--- src/rtl/clock_monitor.sv ---
// clock_monitor: counts monitored-clock edges per gate window, range-checks them and drives a debounced fault.
// Define CLOCK_MONITOR_STUCK_DET_EN to add an idle-cycle stuck-clock detector.
module clock_monitor #(
    parameter int CNT_W        = 16,
    parameter int GATE_CYCLES  = 4096,
    parameter int EXP_MIN      = 126,
    parameter int EXP_MAX      = 130,
    parameter int GOOD_WINDOWS = 2,
    parameter int BAD_WINDOWS  = 2,
    parameter int STUCK_CYCLES = 256
) (
    input  logic             i_clk,
    input  logic             i_rst,
    input  logic             i_mon_clk,
    input  logic             i_pll_locked,
    output logic [CNT_W-1:0] o_count,
    output logic             o_valid,
    output logic             o_in_range,
    output logic             o_fault
);
    localparam int WIN_W = $clog2(GATE_CYCLES);
    localparam int GS_W  = $clog2(GOOD_WINDOWS + 1);
    localparam int BS_W  = $clog2(BAD_WINDOWS + 1);
    typedef enum logic {WAIT_LOCK, MEASURE} state_e;
    state_e           state_q, state_d;
    logic [2:0]       mon_q;
    logic [1:0]       lock_q;
    logic [WIN_W-1:0] win_q, win_d;
    logic [CNT_W-1:0] cnt_q, cnt_d, count_q, count_d, final_cnt;
    logic [GS_W-1:0]  good_q, good_d;
    logic [BS_W-1:0]  bad_q, bad_d;
    logic             valid_q, valid_d, in_range_q, in_range_d, fault_q, fault_d;
    logic             mon_edge, lock_s, measuring, terminal, good_win, stuck;
    assign mon_edge  = mon_q[1] & ~mon_q[2];
    assign lock_s    = lock_q[1];
    assign measuring = (state_q == MEASURE) && lock_s;
    assign terminal  = measuring && (win_q == WIN_W'(GATE_CYCLES - 1));
    assign final_cnt = (mon_edge && cnt_q != '1) ? cnt_q + 1'b1 : cnt_q;
    assign good_win  = (final_cnt >= CNT_W'(EXP_MIN)) && (final_cnt <= CNT_W'(EXP_MAX));
`ifdef CLOCK_MONITOR_STUCK_DET_EN
    localparam int IDLE_W = $clog2(STUCK_CYCLES + 1);
    logic [IDLE_W-1:0] idle_q, idle_d;
    assign idle_d = (!measuring || mon_edge) ? '0 :
                    (idle_q == IDLE_W'(STUCK_CYCLES)) ? idle_q : idle_q + 1'b1;
    assign stuck  = idle_d == IDLE_W'(STUCK_CYCLES);
    always_ff @(posedge i_clk or posedge i_rst) begin
        if (i_rst) idle_q <= '0;
        else       idle_q <= idle_d;
    end
`else
    assign stuck = 1'b0;
`endif
    always_ff @(posedge i_clk or posedge i_rst) begin
        if (i_rst) state_q <= WAIT_LOCK;
        else       state_q <= state_d;
    end
    // Lock loss aborts from any MEASURE cycle, so the next state depends only on lock_s.
    always_comb begin
        state_d = lock_s ? MEASURE : WAIT_LOCK;
    end
    always_comb begin
        win_d      = measuring ? (terminal ? '0 : win_q + 1'b1) : '0;
        cnt_d      = (measuring && !terminal) ? final_cnt : '0;
        count_d    = terminal ? final_cnt : count_q;
        in_range_d = terminal ? good_win : in_range_q;
        valid_d    = terminal;
        good_d     = !measuring ? '0 : !terminal ? good_q : !good_win ? '0 :
                     (good_q == GS_W'(GOOD_WINDOWS)) ? good_q : good_q + 1'b1;
        bad_d      = !measuring ? '0 : !terminal ? bad_q : good_win ? '0 :
                     (bad_q == BS_W'(BAD_WINDOWS)) ? bad_q : bad_q + 1'b1;
        fault_d    = !measuring ? 1'b1 : !terminal ? fault_q :
                     (good_d == GS_W'(GOOD_WINDOWS)) ? 1'b0 :
                     (bad_d == BS_W'(BAD_WINDOWS)) ? 1'b1 : fault_q;
        if (stuck) begin
            good_d  = '0;
            bad_d   = BS_W'(BAD_WINDOWS);
            fault_d = 1'b1;
        end
    end
    always_ff @(posedge i_clk or posedge i_rst) begin
        if (i_rst) begin
            mon_q      <= '0;
            lock_q     <= '0;
            win_q      <= '0;
            cnt_q      <= '0;
            count_q    <= '0;
            good_q     <= '0;
            bad_q      <= '0;
            valid_q    <= 1'b0;
            in_range_q <= 1'b0;
            fault_q    <= 1'b1;
        end else begin
            mon_q      <= {mon_q[1:0], i_mon_clk};
            lock_q     <= {lock_q[0], i_pll_locked};
            win_q      <= win_d;
            cnt_q      <= cnt_d;
            count_q    <= count_d;
            good_q     <= good_d;
            bad_q      <= bad_d;
            valid_q    <= valid_d;
            in_range_q <= in_range_d;
            fault_q    <= fault_d;
        end
    end
    assign o_count    = count_q;
    assign o_valid    = valid_q;
    assign o_in_range = in_range_q;
    assign o_fault    = fault_q;
endmodule

--- config.mk ---
export PLATFORM = sky130hd
export DESIGN_NAME = clock_monitor
export DESIGN_NICKNAME = d
export VERILOG_FILES = /design/src/rtl/clock_monitor.sv
export SDC_FILE = /design/constraint.sdc
export NUM_CORES = 1
export LEC_CHECK = 0
export ABC_AREA = 1
export CAP_MARGIN = 5
export CORE_MARGIN = 8
export CORE_UTILIZATION = 50
export CTS_CLUSTER_SIZE = 28
export DETAILED_ROUTE_END_ITERATION = 10
export PLACE_DENSITY = 0.8
export SLEW_MARGIN = 0
export SYNTH_ARGS = -nofsm -noshare
export SYNTH_HDL_FRONTEND = slang
export SYNTH_SLANG_ARGS = --single-unit
--- constraint.sdc ---
create_clock -name i_clk -period 3.24 [get_ports i_clk]
set_input_delay 0.648 -clock i_clk [delete_from_list [all_inputs] [get_ports i_clk]]
set_output_delay 0.648 -clock i_clk [all_outputs]
set_load 0.02 [all_outputs]
==> impl_results.md <==
* Critical path's top delay family: simple AND/OR/NAND/NOR gates
* Hpwl dp at 4.30 mm
* Crit-path slowest cell: nor2_2
* Post-Syn Nets at 361
* Worst-path fanout max at 13
* Placed Area at 3170 sq um
* # nets final at 389
* Antenna diode count at 0
* Syn_area_per_cell at 8.14 sq um
* Post-synthesis mux area share at 0%
* CP Cell Sequence: ha_1, nand2_1, nor2_4, nand2_2, nor2_2, nor2_2, nand3_1, xor2_1, inv_1, nor2_1, nor2_2, nand4_1, nand2_1, nor2_1, a21oi_2
* Commonest non-fill, non-tap cell in the layout: nand2_1
* Largest family of logic cells by synthesized area: simple AND/OR/NAND/NOR gates
* Slew HR at 60.7%
* M3 GR Usage at 3.50%
* CTS Sinks at 57
* Sw Ratio at 20.1%
* Wirelength per Cell at 12.8 um
* Met2 Use GR at 22.8%
* Post-synthesis simple-gate area fraction at 30.8%
* Switching Power at 0.000317 W
* Fin Setup TNS at 0 ns
* Synthesized cell area at 2870 sq um
* Critical path arrival at 2.88 ns
* Grt peak-use layer: met2
* Tot Pwr at 0.00158 W
* Global Route Usage Sum at 14.7%
* Final Wtd Congestion at 0.905
* Pre-Repair DR Iteration Count at 5
* Vias at 2,331
* Vias in the first global route at 2,217
* Root Driver: clkbuf_8
* Max clock buf depth at 2
* Met1 Track Usage GR at 17.9%
* Internal power at 0.00126 W
* Multi-input logic area at 1250 sq um
* Sequential Area at 1430 sq um
* Die W at 91.8 um
* Post-route cell area at 3410 sq um
* Count of cell types in the netlist at 31
* Core Area at 5540 sq um
* DRC viols at 0
* Fin crit share at 80.6%
* Crit-path max cell delay at 0.43 ns
* CTS buffer count at 9
* Largest net degree at the start of global routing at 31
* Min-delay worst type: register to register
* Fillers at 488
* # rows at 27
* IO Pins at 23
* Layout cells sized above 1 at 13.7%
* Place WS at 0.649 ns
* First-pass GRT wire length at 10.1 mm
* Worst Setup Start Kind: register
* Hold Fails Final Rpt at 0
* Compound-Gate Fraction of Synth Area at 7.88%
* Yosys reg bits at 57
* Crit path buf inv count at 1
* F_max at 383 MHz
* Iter 0 DRT Violations at 143
* Worst-path clk slew at 0.07 ns
* Layout Cells excl Fill at 458
* Final setup fails at 0
* P per Cell Area at 462 nW/um^2
* CTS tree: done
* Tmin final at 2.61 ns
* Pins over their slew limit at 0
* Resized Gates After CTS at 0
* Via/cell ratio at 5.09
* Most frequent cells in the layout: nand2_1, dfrtp_1, nor2_1, inv_1, clkdlybuf4s50_1
* Port bufs at 22
* Status: completed
* Maxcap violations at 0
* Die Height at 91.8 um
* Least-Margin Pin Slew at 0.589 ns
* Most common cell on crit path: nor2_2
* IR drop worst, VDD at 268 uV
* Post-DRT Antenna Nets at 0
* Endpoint type of the worst setup path: register
* Setup Fix Bufs, Post-CTS at 0
* Clock group share of total power at 51.5%
* Adder-cell share of the synthesized area at 1.74%
* CTS H-tree depth at 3
* Synth-to-layout area growth at 18.7%
* Placed cell count at 442
* Xor/xnor share of the synthesized area at 3.05%
* Starting Density at 51.9%
* Final WS setup at 0.629 ns
* Final wirelength at 5.85 mm
* Skew final at 0.00744 ns
* Post-Syn Instances at 353
* Sequential Power Share at 45.7%
* RSZ-0062 raised after global routing: no
* Hold_buf cts at 0
* CP required at 3.51 ns
* Leak pwr at 1.53 nW
* Comb pwr share at 2.8%
* Total Die Area at 8430 sq um
* Synth Warn # at 0
* GR Overflow Total at 0
* Initial antenna violation count at 0
* Kind of critical path: register to register
* Seq/Total Area, Yosys at 49.7%
* Skew-Pair Late Insertion Delay at 0.33 ns
## layout make-up
| cell class | count | area share [%] |
|---|---|---|
| Sequential cell | 57 | 41.8 |
| Multi-Input combinational cell | 248 | 36.6 |
| Timing Repair Buffer | 24 | 7.26 |
| Tap cell | 72 | 2.64 |
| Inverter | 41 | 4.51 |
| Clock buffer | 11 | 4.14 |
| Clock inverter | 5 | 3.01 |
## worst reg2reg max path, stage by stage, from the launching register on
cell and delay, ns:
dfrtp_1 0.40, ha_1 0.25, nand2_1 0.11, nor2_4 0.05, nand2_2 0.11, nor2_2 0.06, nor2_2 0.43, nand3_1 0.17
xor2_1 0.32, inv_1 0.11, nor2_1 0.16, nor2_2 0.06, nand4_1 0.09, nand2_1 0.06, nor2_1 0.12, a21oi_2 0.05
## layer usage
metal / up-vias / share of wire, %
li1: 1172 / -
met1: 1073 / 45
met2: 72 / 47
met3: 14 / 5.4
met4: 0 / 2.5
met5: - / 0
## Yosys cell counts, drive strengths merged
cell	n	area share (%)
a21boi	1	0.26
a21oi	12	2.2
a31oi	6	1.3
buf	4	1.1
clkbuf	3	0.39
clkinv	1	0.13
dfrtp	56	49
dfstp	1	0.91
ha	4	1.7
inv	40	5.2
nand2	99	14
nand3	20	4.0
nand3b	1	0.26
nand4	8	1.7
nor2	62	9.6
nor3	1	0.17
nor3b	4	1.0
o21ai	19	3.8
o21bai	1	0.26
xnor2	5	1.5
xor2	5	1.5
## power groups by stage
stage               combinational, W  clock [W]  sequential (W)
global placement           0.0000458          0        0.000733
CTS                        0.0000463   0.000826        0.000720
detailed placement         0.0000461          0        0.000733
finish                     0.0000446   0.000812        0.000720
floorplan                  0.0000321          0        0.000732
global route               0.0000513   0.000859        0.000720
## path summary, 6_finish.rpt
path	startpoint	endpoint	slack (ns)	cells past startpoint
min in group asynchronous	i_rst	win_q[0]$_DFF_PP0_	0.70	2
max in group asynchronous	i_rst	cnt_q[3]$_DFF_PP0_	1.98	3
min reg2reg	lock_q[0]$_DFF_PP0_	lock_q[1]$_DFF_PP0_	0.35	0
min	lock_q[0]$_DFF_PP0_	lock_q[1]$_DFF_PP0_	0.35	0
max	cnt_q[0]$_DFF_PP0_	o_fault$_DFFE_PP1P_	0.63	15
max reg2reg	cnt_q[0]$_DFF_PP0_	o_fault$_DFFE_PP1P_	0.63	15
## through the flow
stage                     util (%)  hold slack [ns]
after floorplan                  -            0.331
after CTS                     61.6            0.349
after global placement        57.2            0.332
final                         61.6            0.348
after global routing          61.6            0.358
after detailed placement      57.2            0.335
## cell families after synthesis
kind of cell    after synthesis
buf+inv                      48
compound gates               39
xor+xnor                     10
flops                        57
fa+ha+maj                     4
simple gates                195
## sequential cells by signal (all words and copies together), names as in the netlist
register / flops
mon_q: 3
o_valid: 1
o_fault: 1
win_q: 12
cnt_q: 16
o_count: 16
bad_q: 2
lock_q: 2
good_q: 2
state_q: 1
o_in_range: 1
(Power assumes the default switching activity.)
